**config.mk**
```make
export PLATFORM = sky130hd
export DESIGN_NAME = exc_ctrl
export DESIGN_NICKNAME = d
export VERILOG_FILES = /design/src/rtl/exc_ctrl.sv
export SDC_FILE = /design/constraint.sdc
export NUM_CORES = 1
export LEC_CHECK = 0
export BUFFER_PORTS_ARGS = -buffer_cell sky130_fd_sc_hd__buf_2
export CAP_MARGIN = 10
export CORE_MARGIN = 8
export CORE_UTILIZATION = 40
export CTS_CLUSTER_SIZE = 24
export DETAILED_ROUTE_END_ITERATION = 10
export PLACE_DENSITY = 0.81
export SYNTH_ARGS = -nofsm -noshare
export SYNTH_HDL_FRONTEND = slang
export SYNTH_SLANG_ARGS = --single-unit
```
**constraint.sdc**
```tcl
create_clock -name clk -period 2.3 [get_ports clk]
set_input_delay 0.23 -clock clk [delete_from_list [all_inputs] [get_ports clk]]
set_output_delay 0.23 -clock clk [all_outputs]
set_load 0.01 [all_outputs]
```
**src/rtl/exc_ctrl.sv**
```systemverilog
// exc_ctrl: exception and interrupt controller for the single-cycle MIPS core.
// Owns CP0 Status (12), Cause (13) and EPC (14), picks one exception cause per
// instruction and drives the PC redirect requests (exception entry / ERET).
// Optional feature macro: EXC_IRQ_SYNC_EN puts a 2-flop synchronizer in front
// of the ip register for irq lines that are asynchronous to clk.

module exc_ctrl #(
  parameter logic [31:0] EXC_VECTOR = 32'h00000800,
  parameter int          NUM_IRQ    = 6
) (
  input  logic               clk,
  input  logic               rst_n,
  input  logic [NUM_IRQ-1:0] irq,
  input  logic               instr_valid,
  input  logic [31:0]        pc,
  input  logic               exc_ri,
  input  logic               exc_ov,
  input  logic               exc_sys,
  input  logic               eret,
  input  logic               mtc0_we,
  input  logic [4:0]         cp0_waddr,
  input  logic [31:0]        cp0_wdata,
  input  logic [4:0]         cp0_raddr,
  output logic [31:0]        cp0_rdata,
  output logic               has_exp,
  output logic               eret_taken,
  output logic [31:0]        cp0_target_addr,
  output logic               exl
);

  // CP0 register numbers
  localparam logic [4:0] REG_STATUS = 5'd12;
  localparam logic [4:0] REG_CAUSE  = 5'd13;
  localparam logic [4:0] REG_EPC    = 5'd14;

  // ExcCode values
  localparam logic [4:0] EXC_INT = 5'd0;
  localparam logic [4:0] EXC_SYS = 5'd8;
  localparam logic [4:0] EXC_RI  = 5'd10;
  localparam logic [4:0] EXC_OV  = 5'd12;

  // The handler address lives in the PC block; it only has to be word aligned.
  if (EXC_VECTOR[1:0] != 2'b00) begin : g_vector_unaligned
  end

  // CP0 state
  logic               ie_r;
  logic               exl_r;
  logic [NUM_IRQ-1:0] im_r;
  logic [NUM_IRQ-1:0] ip_r;
  logic [4:0]         exc_code_r;
  logic [31:0]        epc_r;

  // Interrupt source feeding ip
  logic [NUM_IRQ-1:0] irq_src_s;

`ifdef EXC_IRQ_SYNC_EN
  logic [NUM_IRQ-1:0] irq_meta_r;
  logic [NUM_IRQ-1:0] irq_sync_r;

  // Two-flop synchronizer for irq lines coming from another clock domain
  always_ff @(posedge clk or negedge rst_n) begin
    if (!rst_n) begin
      irq_meta_r <= {NUM_IRQ{1'b0}};
      irq_sync_r <= {NUM_IRQ{1'b0}};
    end else begin
      irq_meta_r <= irq;
      irq_sync_r <= irq_meta_r;
    end
  end

  assign irq_src_s = irq_sync_r;
`else
  assign irq_src_s = irq;
`endif

  // Combinational decisions for the current instruction
  logic        int_req_s;
  logic        take_s;
  logic [4:0]  code_s;
  logic        eret_ok_s;
  logic [31:0] status_s;
  logic [31:0] cause_s;

  // An interrupt is only requested outside the handler with its line unmasked
  assign int_req_s = ie_r & ~exl_r & (|(ip_r & im_r));

  // Fixed-priority cause selection: interrupt > RI > Ov > Sys
  always_comb begin
    take_s = 1'b0;
    code_s = EXC_INT;
    if (instr_valid) begin
      if (int_req_s) begin
        take_s = 1'b1;
        code_s = EXC_INT;
      end else if (exc_ri) begin
        take_s = 1'b1;
        code_s = EXC_RI;
      end else if (exc_ov) begin
        take_s = 1'b1;
        code_s = EXC_OV;
      end else if (exc_sys) begin
        take_s = 1'b1;
        code_s = EXC_SYS;
      end else begin
        take_s = 1'b0;
        code_s = EXC_INT;
      end
    end else begin
      take_s = 1'b0;
      code_s = EXC_INT;
    end
  end

  // ERET only returns from inside the handler and loses to any exception
  assign eret_ok_s = instr_valid & eret & exl_r & ~take_s;

  // Assemble the readable images of Status and Cause; unlisted bits read 0
  always_comb begin
    status_s                = 32'h00000000;
    status_s[0]             = ie_r;
    status_s[1]             = exl_r;
    status_s[10 +: NUM_IRQ] = im_r;
    cause_s                 = 32'h00000000;
    cause_s[6:2]            = exc_code_r;
    cause_s[10 +: NUM_IRQ]  = ip_r;
  end

  // MFC0 read mux; returns the pre-edge value during an MTC0 cycle
  always_comb begin
    cp0_rdata = 32'h00000000;
    case (cp0_raddr)
      REG_STATUS: cp0_rdata = status_s;
      REG_CAUSE:  cp0_rdata = cause_s;
      REG_EPC:    cp0_rdata = epc_r;
      default:    cp0_rdata = 32'h00000000;
    endcase
  end

  // ip simply follows the (optionally synchronized) irq lines, no latching
  always_ff @(posedge clk or negedge rst_n) begin
    if (!rst_n) begin
      ip_r <= {NUM_IRQ{1'b0}};
    end else begin
      ip_r <= irq_src_s;
    end
  end

  // CP0 state update: exception entry, MTC0 and ERET
  always_ff @(posedge clk or negedge rst_n) begin
    if (!rst_n) begin
      ie_r       <= 1'b0;
      exl_r      <= 1'b0;
      im_r       <= {NUM_IRQ{1'b0}};
      exc_code_r <= 5'd0;
      epc_r      <= 32'h00000000;
    end else begin
      if (take_s) begin
        // A nested synchronous exception keeps the original return address
        exc_code_r <= code_s;
        if (!exl_r) begin
          epc_r <= pc;
          exl_r <= 1'b1;
        end
      end else begin
        // MTC0 is squashed along with the rest of a faulting instruction
        if (mtc0_we) begin
          case (cp0_waddr)
            REG_STATUS: begin
              ie_r  <= cp0_wdata[0];
              exl_r <= cp0_wdata[1];
              im_r  <= cp0_wdata[10 +: NUM_IRQ];
            end
            REG_CAUSE: begin
              exc_code_r <= cp0_wdata[6:2];
            end
            REG_EPC: begin
              epc_r <= cp0_wdata;
            end
            default: begin
            end
          endcase
        end
        if (eret_ok_s) begin
          exl_r <= 1'b0;
        end
      end
    end
  end

  assign has_exp         = take_s;
  assign eret_taken      = eret_ok_s;
  assign cp0_target_addr = epc_r;
  assign exl             = exl_r;

endmodule

```
==> impl_metrics.env, run 1 <==
export IMPL_period_share_pct=84.2
export IMPL_drv_slew=0
export IMPL_worst_max_slew_pin_slew_ps=658
export IMPL_timing_clock_skew_ps=9.35
export IMPL_insertedDiodeCount=0
export IMPL_grt_usage_pct=16.5
export IMPL_top_library_cells_by_usage_in_the_layout_fill_and_taps_aside="154 x buf_2, 98 x inv_1, 51 x dfrtp_1"
export IMPL_num_vias=2735
export IMPL_drive_gt1_share_pct=42.3
export IMPL_via_count_of_the_first_global_routing_pass=2879
export IMPL_clk_path_buf_depth=2
export IMPL_yosysWarningCount=0
export IMPL_pwr_density_cell_nw_per_um2=727
export IMPL_cts_made_buffers=5
export IMPL_start_util_pct=40.4
export IMPL_netSwitchingFraction_pct=34.7
export IMPL_post_synth_main_area_contributors="dfrtp_1 44%, inv_1 13%, a222oi_1 11%, and2_1 4.1%, mux2i_1 3.1%"
export IMPL_slew_headroom_pct=56.1
export IMPL_critical_path_required_ps=2490
export IMPL_rows=31
export IMPL_floorplan_core_area_um2=7140
export IMPL_syn_inst=289
export IMPL_worst_ir_drop_vdd_mv=0.348
export IMPL_hold_path_class="input pin to async pin"
export IMPL_grt_max_degree=52
export IMPL_setup_worst_path_start_class="flop"
export IMPL_worstPathMaxFanout=8
export IMPL_cts_max_level=2
export IMPL_avgViaCountPerCell=5.07
export IMPL_resize_count_post_cts=0
export IMPL_maxCapViolations=0
export IMPL_place_worst_setup_slack_ps=-20.2
export IMPL_design_final_nets=527
export IMPL_detail_route_iter0_violations=266
export IMPL_area_delta_synth_final_pct=31.7
export IMPL_switchingPower_mw=0.959
export IMPL_drt_wirelength_per_cell_um=15.9
export IMPL_outcome="completed"
export IMPL_die_height_um=101
export IMPL_synth_nets=377
export IMPL_cts_sinks=51
export IMPL_cts_clk_slew_worst_paths_ps=100
export IMPL_clock_power_share_pct=18.9
export IMPL_grt_setup_unrepaired="no"
export IMPL_gp_routability_congestion=0.841
export IMPL_crit_arrival_ps=2120
export IMPL_synth_async_sr_flop_share_pct=100
export IMPL_ys_types=39
export IMPL_totalPowerFinal_mw=2.76
export IMPL_die_area_um2=10200
export IMPL_seq_area_frac_synth_pct=44.2
export IMPL_synth_top_area_share_pct=44.2
export IMPL_layout_cells_most_common="buf_2"
export IMPL_power_frac_comb_pct=33.3
export IMPL_grt_pass1_wl_mm=13.6
export IMPL_timing_final_setup_violations=0
export IMPL_synth_area_um2=2890
export IMPL_overflow=0
export IMPL_hold_vio_cnt_final=0
export IMPL_synth_flop_cell="dfrtp_1"
export IMPL_count_of_input_and_output_buffers=154
export IMPL_numPlacedInstances=530
export IMPL_clkLatencyLatePin_ps=300
export IMPL_top_level_ports=155
export IMPL_grt_antenna_before_repair=0
export IMPL_finalHoldWorstSlack_ps=17.5
export IMPL_leakage_nw=2.29
export IMPL_reg2reg_setup_slack_ps=360
export IMPL_end_kind="flop"
export IMPL_share_seq_of_total_power_pct=47.8
export IMPL_layout_setup_ws_ps=364
export IMPL_ys_ff_latch=51
export IMPL_synth_edf_count=0
export IMPL_post_cts_setup_buffers=0
export IMPL_drtAntennaViolNets=0
export IMPL_fmax_ghz=0.517
export IMPL_power_internal_mw=1.81
export IMPL_non_filler_cells_in_the_finished_layout=539
export IMPL_hpwl_mm=6.54
export IMPL_drt_wl_total_mm=8.59
export IMPL_path_class="flop to flop"
export IMPL_capture_instance_of_the_worst_register_to_register_path="im_r[1]"
export IMPL_firstDrtPassIters=9
export IMPL_nFillCells=687
export IMPL_postSynthAreaPerCell_um2=9.98
export IMPL_drcViolationCount=0
export IMPL_clk_root_buffer_cell="clkbuf_8"
export IMPL_final_period_minus_worst_setup_slack_ps=1940
export IMPL_synthDominantAreaCellType="dfrtp_1"
export IMPL_regToRegStartpoint="im_r[2]"
export IMPL_worst_r2r_path_depth=4
export IMPL_clock_tree_from_tritoncts="yes"
export IMPL_die_width_um=101
export IMPL_post_cts_hold_buffer_count=0
## through the flow
step           utilization [%]  cell area, um2  TNS [ps]
2_1_floorplan                -            2890         0
3_3_place_gp              51.8            3690         0
3_5_place_dp              51.8            3690     -33.1
4_1_cts                   53.1            3790         0
5_1_grt                   53.3            3800         0
6_report                  53.3            3800         0
## power by group through the flow
stage	clock network, mW	logic [mW]	registers [mW]
6_report	0.523	0.921	1.32
5_1_grt	0.593	1.02	1.36
4_1_cts	0.552	0.925	1.32
3_5_place_dp	0	0.922	1.34
3_3_place_gp	0	0.904	1.33
2_1_floorplan	0	0.420	1.41
## metal layers
metal | routed length, um | part of all wire, % | GRT usage (%) | vias to the layer above
met5 | 0 | 0 | 0 | -
met4 | 40 | 0.47 | 2.98 | 0
met3 | 854 | 9.9 | 5.39 | 6
met2 | 4190 | 49 | 29.4 | 149
met1 | 3510 | 41 | 18.7 | 1306
li1 | - | - | - | 1274
## synth_stat cells, types with 2 or more instances
| cell type | instances |
|---|---|
| inv_1 | 98 |
| dfrtp_1 | 51 |
| a222oi_1 | 32 |
| and2_1 | 19 |
| mux2i_1 | 9 |
| a22o_1 | 7 |
| buf_2 | 7 |
| nand2_1 | 7 |
| mux2_4 | 6 |
| o21ai_0 | 6 |
| buf_6 | 4 |
| nor2_1 | 4 |
| a211oi_1 | 3 |
| a22oi_4 | 3 |
| buf_8 | 3 |
| clkbuf_1 | 3 |
| o32a_1 | 3 |
| nor3_1 | 2 |
| nor3b_1 | 2 |
## area by class of cell
| class | count | area (um2) | share of cell area (%) |
|---|---|---|---|
| clock inverter | 3 | 23.8 | 0.625 |
| tap | 99 | 124 | 3.26 |
| sequential | 51 | 1280 | 33.6 |
| multi-input combinational | 123 | 1120 | 29.4 |
| timing repair buffer | 160 | 823 | 21.7 |
| clock buffer | 5 | 68.8 | 1.81 |
| inverter | 98 | 368 | 9.68 |
## worst max-delay path, stage by stage, from the launching register on
cell     delay [ps]
dfrtp_1         440
a22oi_4         240
a31oi_4         170
or3b_1          600
mux2_4          380
## cells by family (layout without fill, tap and decap cells)
group,after synthesis,in the layout,synth area share (%)
multiplexers,16,16,6.64
AND/OR/NAND/NOR,49,49,11.8
AO/OA/AOI/OAI,58,58,19.9
flip-flops,51,51,44.2
buffers and inverters,115,266,17.5
## how the worst max path moves through the flow
stage / slack, ps / depth (start not counted) / end / startpoint
after floorplan: 620 / 5 / exc_code_r[1] / im_r[4]
after global placement: 50 / 4 / cp0_target_addr[4] / im_r[4]
after detailed placement: -20 / 4 / cp0_target_addr[2] / im_r[2]
after CTS: 30 / 4 / cp0_target_addr[2] / im_r[2]
after global routing: 280 / 5 / cp0_target_addr[2] / im_r[2]
final: 360 / 4 / im_r[1] / im_r[2]
## sequential cells by signal, summed over array words and instances, names as in the netlist
name / cells
cp0_target_addr: 32
im_r: 6
ip_r: 6
exc_code_r: 5
exl: 1
ie_r: 1
Note: power is estimated with default switching activity, not from simulation.
==> run 2: changes to the inputs <==
==> constraint.sdc (replaced) <==
create_clock -name clk -period 2 [get_ports clk]
set_input_delay 0.2 -clock clk [delete_from_list [all_inputs] [get_ports clk]]
set_output_delay 0.2 -clock clk [all_outputs]
set_load 0.01 [all_outputs]
==> run 2 against run 1 <==
Against the previous run: clock skew up 4.2 ps; wire length up 4.3%; register-to-register slack worse by 240 ps; sequential cell count unchanged; final cell count up 2.8%; first-iteration DRC count down 30%; combinational power up 19%; critical endpoint is now has_exp; largest power group unchanged; highest routed layer unchanged.
==> impl_metrics.env, run 2 (synthesis results as in run 1) <==
export IMPL_cp_slowest_stage_delay_ps=430
export IMPL_avgViaCountPerCell=4.93
export IMPL_detail_route_iter0_violations=187
export IMPL_met1_usage_pct=21.8
export IMPL_drv_slew=0
export IMPL_cts_sinks=51
export IMPL_critical_path_required_ps=1800
export IMPL_start_util_pct=40.4
export IMPL_non_filler_cells_in_the_finished_layout=554
export IMPL_path_class="flop to output port"
export IMPL_drt_wl_total_mm=8.96
export IMPL_rows=31
export IMPL_die_area_um2=10200
export IMPL_hold_depth=1
export IMPL_clk_path_buf_depth=2
export IMPL_met3_global_route_usage_pct=5.66
export IMPL_grt_max_degree=33
export IMPL_worst_ir_drop_vdd_mv=0.471
export IMPL_area_delta_synth_final_pct=37.1
export IMPL_fmax_ghz=0.532
export IMPL_drtAntennaViolNets=0
export IMPL_slowest_stage="dfrtp_1"
export IMPL_worstPathMaxFanout=7
export IMPL_top_library_cells_by_usage_in_the_layout_fill_and_taps_aside="154 x buf_2, 98 x inv_1, 51 x dfrtp_1"
export IMPL_cts_clk_slew_worst_paths_ps=100
export IMPL_via_count_of_the_first_global_routing_pass=2832
export IMPL_drt_wirelength_per_cell_um=16.2
export IMPL_hold_path_class="input pin to flop"
export IMPL_cts_max_level=2
export IMPL_end_kind="output port"
export IMPL_drive_gt1_share_pct=43.2
export IMPL_postLayoutCoreUtil_pct=55.4
export IMPL_num_vias=2731
export IMPL_fin_area_um2=3960
export IMPL_setup_worst_path_start_class="flop"
export IMPL_die_height_um=101
export IMPL_gp_routability_congestion=0.856
export IMPL_grt_most_used_layer="met2"
export IMPL_maxCapViolations=0
export IMPL_outcome="completed"
export IMPL_crit_arrival_ps=1680
export IMPL_timing_final_setup_violations=0
export IMPL_floorplan_core_area_um2=7140
export IMPL_cts_made_buffers=5
export IMPL_leakage_nw=2.37
export IMPL_grt_usage_pct=17.5
export IMPL_detailed_place_area_um2=3720
export IMPL_multi_input_comb_area_um2=1140
export IMPL_timing_clock_skew_ps=13.5
export IMPL_worst_max_slew_pin_slew_ps=575
export IMPL_final_period_minus_worst_setup_slack_ps=1880
export IMPL_firstDrtPassIters=8
export IMPL_crit_path_cell_trace="a22oi_4 > a31oi_4 > buf_4 > or2_4 > buf_2"
export IMPL_clock_tree_from_tritoncts="yes"
export IMPL_numPlacedInstances=532
export IMPL_hpwl_mm=6.65
export IMPL_count_of_input_and_output_buffers=154
export IMPL_pwr_density_cell_nw_per_um2=813
export IMPL_register_area_um2=1280
export IMPL_global_route_usage_met2_pct=28.9
export IMPL_grt_antenna_before_repair=1
export IMPL_slew_headroom_pct=61.5
export IMPL_totalPowerFinal_mw=3.22
export IMPL_period_share_pct=94.0
export IMPL_overflow=0
export IMPL_nFillCells=665
export IMPL_die_width_um=101
export IMPL_grt_setup_unrepaired="no"
export IMPL_hold_vio_cnt_final=0
export IMPL_largest_register_ff_count=32
export IMPL_grt_pass1_wl_mm=14.2
export IMPL_top_level_ports=155
export IMPL_clk_root_buffer_cell="clkbuf_8"
export IMPL_clkLatencyLatePin_ps=300
export IMPL_drcViolationCount=0
export IMPL_worst_r2r_path_depth=6
export IMPL_design_final_nets=541
export IMPL_layout_cells_most_common="buf_2"
==> run 2: cell count changes in the layout (fill, tap and decap cells not counted), sizes merged <==
cell and delta:
dlygate4sd3 +6, nor3 +1, inv -1, buf +7, diode +1, clkinv +1
==> run 2: path summary, 6_finish.rpt <==
check | to | slack, ps | startpoint
min in group asynchronous | cp0_target_addr[10] | 400 | rst_n
worst max-delay path | has_exp | 120 | im_r[1]
worst min-delay path | ip_r[0] | 40 | irq[0]
worst max register to register | cp0_target_addr[0] | 120 | im_r[1]
max in group asynchronous | exc_code_r[0] | 1060 | rst_n
worst min register to register | cp0_target_addr[20] | 540 | cp0_target_addr[20]
==> run 2: final cells by class <==
type / count / area share [%]
Inverter: 98 / 9.30
Multi-Input combinational cell: 124 / 28.9
Sequential cell: 51 / 32.3
Clock buffer: 5 / 1.74
Clock inverter: 3 / 0.506
Timing Repair Buffer: 173 / 24.1
Tap cell: 99 / 3.13
Antenna cell: 1 / 0.0633
==> run 2: per-layer routing <==
layer	up-vias	part of all wire, %
li1	1308	-
met1	1282	41
met2	134	48
met3	7	10
met4	0	0.63
met5	-	0
==> run 2: worst max-delay path: cells and delay by family, from the launching register on <==
kind | cells | cell delay [ps]
compound gates | 2 | 360
buf+inv | 2 | 320
flops | 1 | 430
simple gates | 1 | 270
==> run 2: where the power goes <==
part | internal (mW) | switching (mW)
logic | 0.553 | 0.546
clock network | 0.244 | 0.354
registers | 1.31 | 0.215
total | 2.10 | 1.12
==> run 2: repair_timing <==
| item | in CTS | in global routing |
|---|---|---|
| gates resized for setup | 2 | 2 |
| pin swaps | 2 | 2 |
| hold buffers | 5 | 1 |
| endpoints found under the hold margin | 25 | 1 |
| buffers inserted | 3 | 3 |
| gates cloned | 1 | 0 |
| endpoints found under the setup margin | 39 | 33 |
==> run 2: stage by stage <==
stage          TNS (ps)  setup WS (ps)  hold slack [ps]
5_1_grt               0           2.31             21.5
2_1_floorplan         0            324            -95.6
4_1_cts               0           17.7             7.18
3_5_place_dp      -6180           -259              207
3_3_place_gp      -4430           -207              201
6_report              0            120             38.3
==> run 3: changes to the inputs <==
--- a/config.mk
+++ b/config.mk
@@ -9,6 +9,7 @@
 export CAP_MARGIN = 10
 export CORE_MARGIN = 8
 export CORE_UTILIZATION = 40
+export CTS_CLUSTER_DIAMETER = 80
 export CTS_CLUSTER_SIZE = 24
 export DETAILED_ROUTE_END_ITERATION = 10
 export PLACE_DENSITY = 0.81
==> constraint.sdc (replaced) <==
create_clock -name clk -period 2 [get_ports clk]
set_input_delay 0.4 -clock clk [delete_from_list [all_inputs] [get_ports clk]]
set_output_delay 0.4 -clock clk [all_outputs]
set_load 0.01 [all_outputs]
==> run 3 against run 2 <==
Against the previous run: hold slack improved by 50 ps; final area increased by 4.9%; die area unchanged; global-route usage increased by 0.47 points; maximum frequency decreased by 5.5%; clock power increased by 24%; critical path type unchanged; critical endpoint unchanged; highest routed layer unchanged.
==> impl_metrics.env, run 3 (synthesis results as in run 1) <==
export IMPL_leakage_nw=2.48
export IMPL_slowest_stage="dfrtp_1"
export IMPL_switchingPower_mw=1.13
export IMPL_register_area_um2=1280
export IMPL_slew_headroom_pct=48.2
export IMPL_overflow=0
export IMPL_crit_path_cell_trace="a22oi_4 > a31oi_4 > buf_6 > or2_4 > buf_6"
export IMPL_largest_register_ff_count=32
export IMPL_drv_slew=0
export IMPL_area_delta_synth_final_pct=43.8
export IMPL_drt_wirelength_per_cell_um=16.7
export IMPL_num_vias=2798
export IMPL_clkLatencyLatePin_ps=300
export IMPL_clock_power_share_pct=21.6
export IMPL_die_width_um=101
export IMPL_cts_clk_slew_worst_paths_ps=90
export IMPL_drt_wl_total_mm=9.43
export IMPL_critical_path_required_ps=1600
export IMPL_worst_max_slew_pin_slew_ps=774
export IMPL_crit_arrival_ps=1590
export IMPL_gp_routability_congestion=0.821
export IMPL_via_count_of_the_first_global_routing_pass=2970
export IMPL_fmax_ghz=0.503
export IMPL_hpwl_mm=7.01
export IMPL_power_internal_mw=2.31
export IMPL_cts_sinks=51
export IMPL_post_cts_hold_buffer_count=0
export IMPL_totalPowerFinal_mw=3.44
export IMPL_worst_ir_drop_vdd_mv=0.480
export IMPL_nFillCells=685
export IMPL_drcViolationCount=0
export IMPL_floorplan_core_area_um2=7140
export IMPL_design_final_nets=552
export IMPL_clock_tree_from_tritoncts="yes"
export IMPL_outcome="completed"
export IMPL_grt_antenna_before_repair=0
export IMPL_drtAntennaViolNets=0
export IMPL_setup_worst_path_start_class="flop"
export IMPL_grt_pass1_wl_mm=14.6
export IMPL_timing_critical_path_mode_cell="buf_6"
export IMPL_detail_route_iter0_violations=198
export IMPL_die_area_um2=10200
export IMPL_pwr_density_cell_nw_per_um2=828
export IMPL_clk_path_buf_depth=2
export IMPL_netSwitchingFraction_pct=32.8
export IMPL_cts_made_buffers=5
export IMPL_rows=31
export IMPL_die_height_um=101
export IMPL_timing_final_setup_violations=0
export IMPL_cp_slowest_stage_delay_ps=420
export IMPL_grt_max_degree=29
export IMPL_avgViaCountPerCell=4.96
export IMPL_clk_root_buffer_cell="clkbuf_8"
export IMPL_share_seq_of_total_power_pct=44.3
export IMPL_hold_path_class="input pin to async pin"
export IMPL_power_frac_comb_pct=34.1
export IMPL_postLayoutCoreUtil_pct=58.1
export IMPL_period_share_pct=99.4
export IMPL_top_library_cells_by_usage_in_the_layout_fill_and_taps_aside="153 x buf_2, 98 x inv_1, 51 x dfrtp_1"
export IMPL_layout_cells_most_common="buf_2"
export IMPL_insertedDiodeCount=0
export IMPL_worstPathMaxFanout=4
export IMPL_grt_setup_unrepaired="yes"
export IMPL_drive_gt1_share_pct=45.8
export IMPL_top_level_ports=155
export IMPL_final_period_minus_worst_setup_slack_ps=1990
export IMPL_maxCapViolations=0
export IMPL_hold_vio_cnt_final=0
export IMPL_path_class="flop to output port"
export IMPL_multi_input_comb_area_um2=1140
export IMPL_count_of_input_and_output_buffers=154
export IMPL_end_kind="output port"
export IMPL_firstDrtPassIters=6
export IMPL_timing_clock_skew_ps=5.04
export IMPL_cts_max_level=2
export IMPL_start_util_pct=40.4
export IMPL_grt_usage_pct=18.0
[run 3: worst max-delay path: cells and delay by family, from the launching register on]
kind | cells | cell delay [ps]
DFF | 1 | 420
AOI/OAI and AO/OA | 2 | 360
buffers and inverters | 2 | 270
and+or+nand+nor | 1 | 230
[run 3: power groups by stage]
stage | logic, mW | clock network [mW] | registers (mW)
3_3_place_gp | 1.07 | 0 | 1.53
3_5_place_dp | 1.11 | 0 | 1.55
5_1_grt | 1.29 | 0.802 | 1.57
2_1_floorplan | 0.483 | 0 | 1.63
4_1_cts | 1.18 | 0.764 | 1.53
6_report | 1.17 | 0.741 | 1.52
[run 3: routing by layer]
metal  GRT usage (%)  part of all wire, %
met1            20.6                   40
met5               0                    0
met4            3.89                 0.88
met3            6.08                  9.7
met2            31.4                   49
[run 3: final timing paths]
check                                         from                 end  slack [ps]  cells past startpoint
worst max-delay path                       im_r[2]             has_exp          10                      5
worst min-delay path                         rst_n             ip_r[0]          90                      1
worst max register to register             im_r[2]             im_r[1]          20                      5
worst min register to register  cp0_target_addr[8]  cp0_target_addr[8]         540                      2
max in group asynchronous                    rst_n  cp0_target_addr[2]        1330                      2
min in group clk                            irq[4]             ip_r[4]         200                      1
[run 3: timing repair]
item                                    CTS  global route
gates cloned                              4             0
resized for setup                        16             0
pin swaps                                32             8
endpoints found under the setup margin   39            39
buffers inserted                          6             1
[run 3: final cells by class]
| cell class | count | share of cell area [%] |
|---|---|---|
| flip-flops and latches | 51 | 30.8 |
| multi-input cells | 124 | 27.6 |
| repair buffers | 184 | 27.0 |
| inverters | 98 | 8.87 |
| well taps | 99 | 2.99 |
| clock buffers | 6 | 1.99 |
| clock inverters | 2 | 0.844 |
[run 3: per-stage QoR]
step	instance area (um2)	TNS [ps]	hold WS, ps	worst slack (ps)	std cells
finish	4150	0	88.8	11.8	564
floorplan	2890	0	104	50.0	289
CTS	4140	-1720	97.6	-115	564
global route	4150	-1050	123	-72.7	564
global placement	3850	-8090	415	-308	546
detailed placement	3850	-10870	432	-407	546
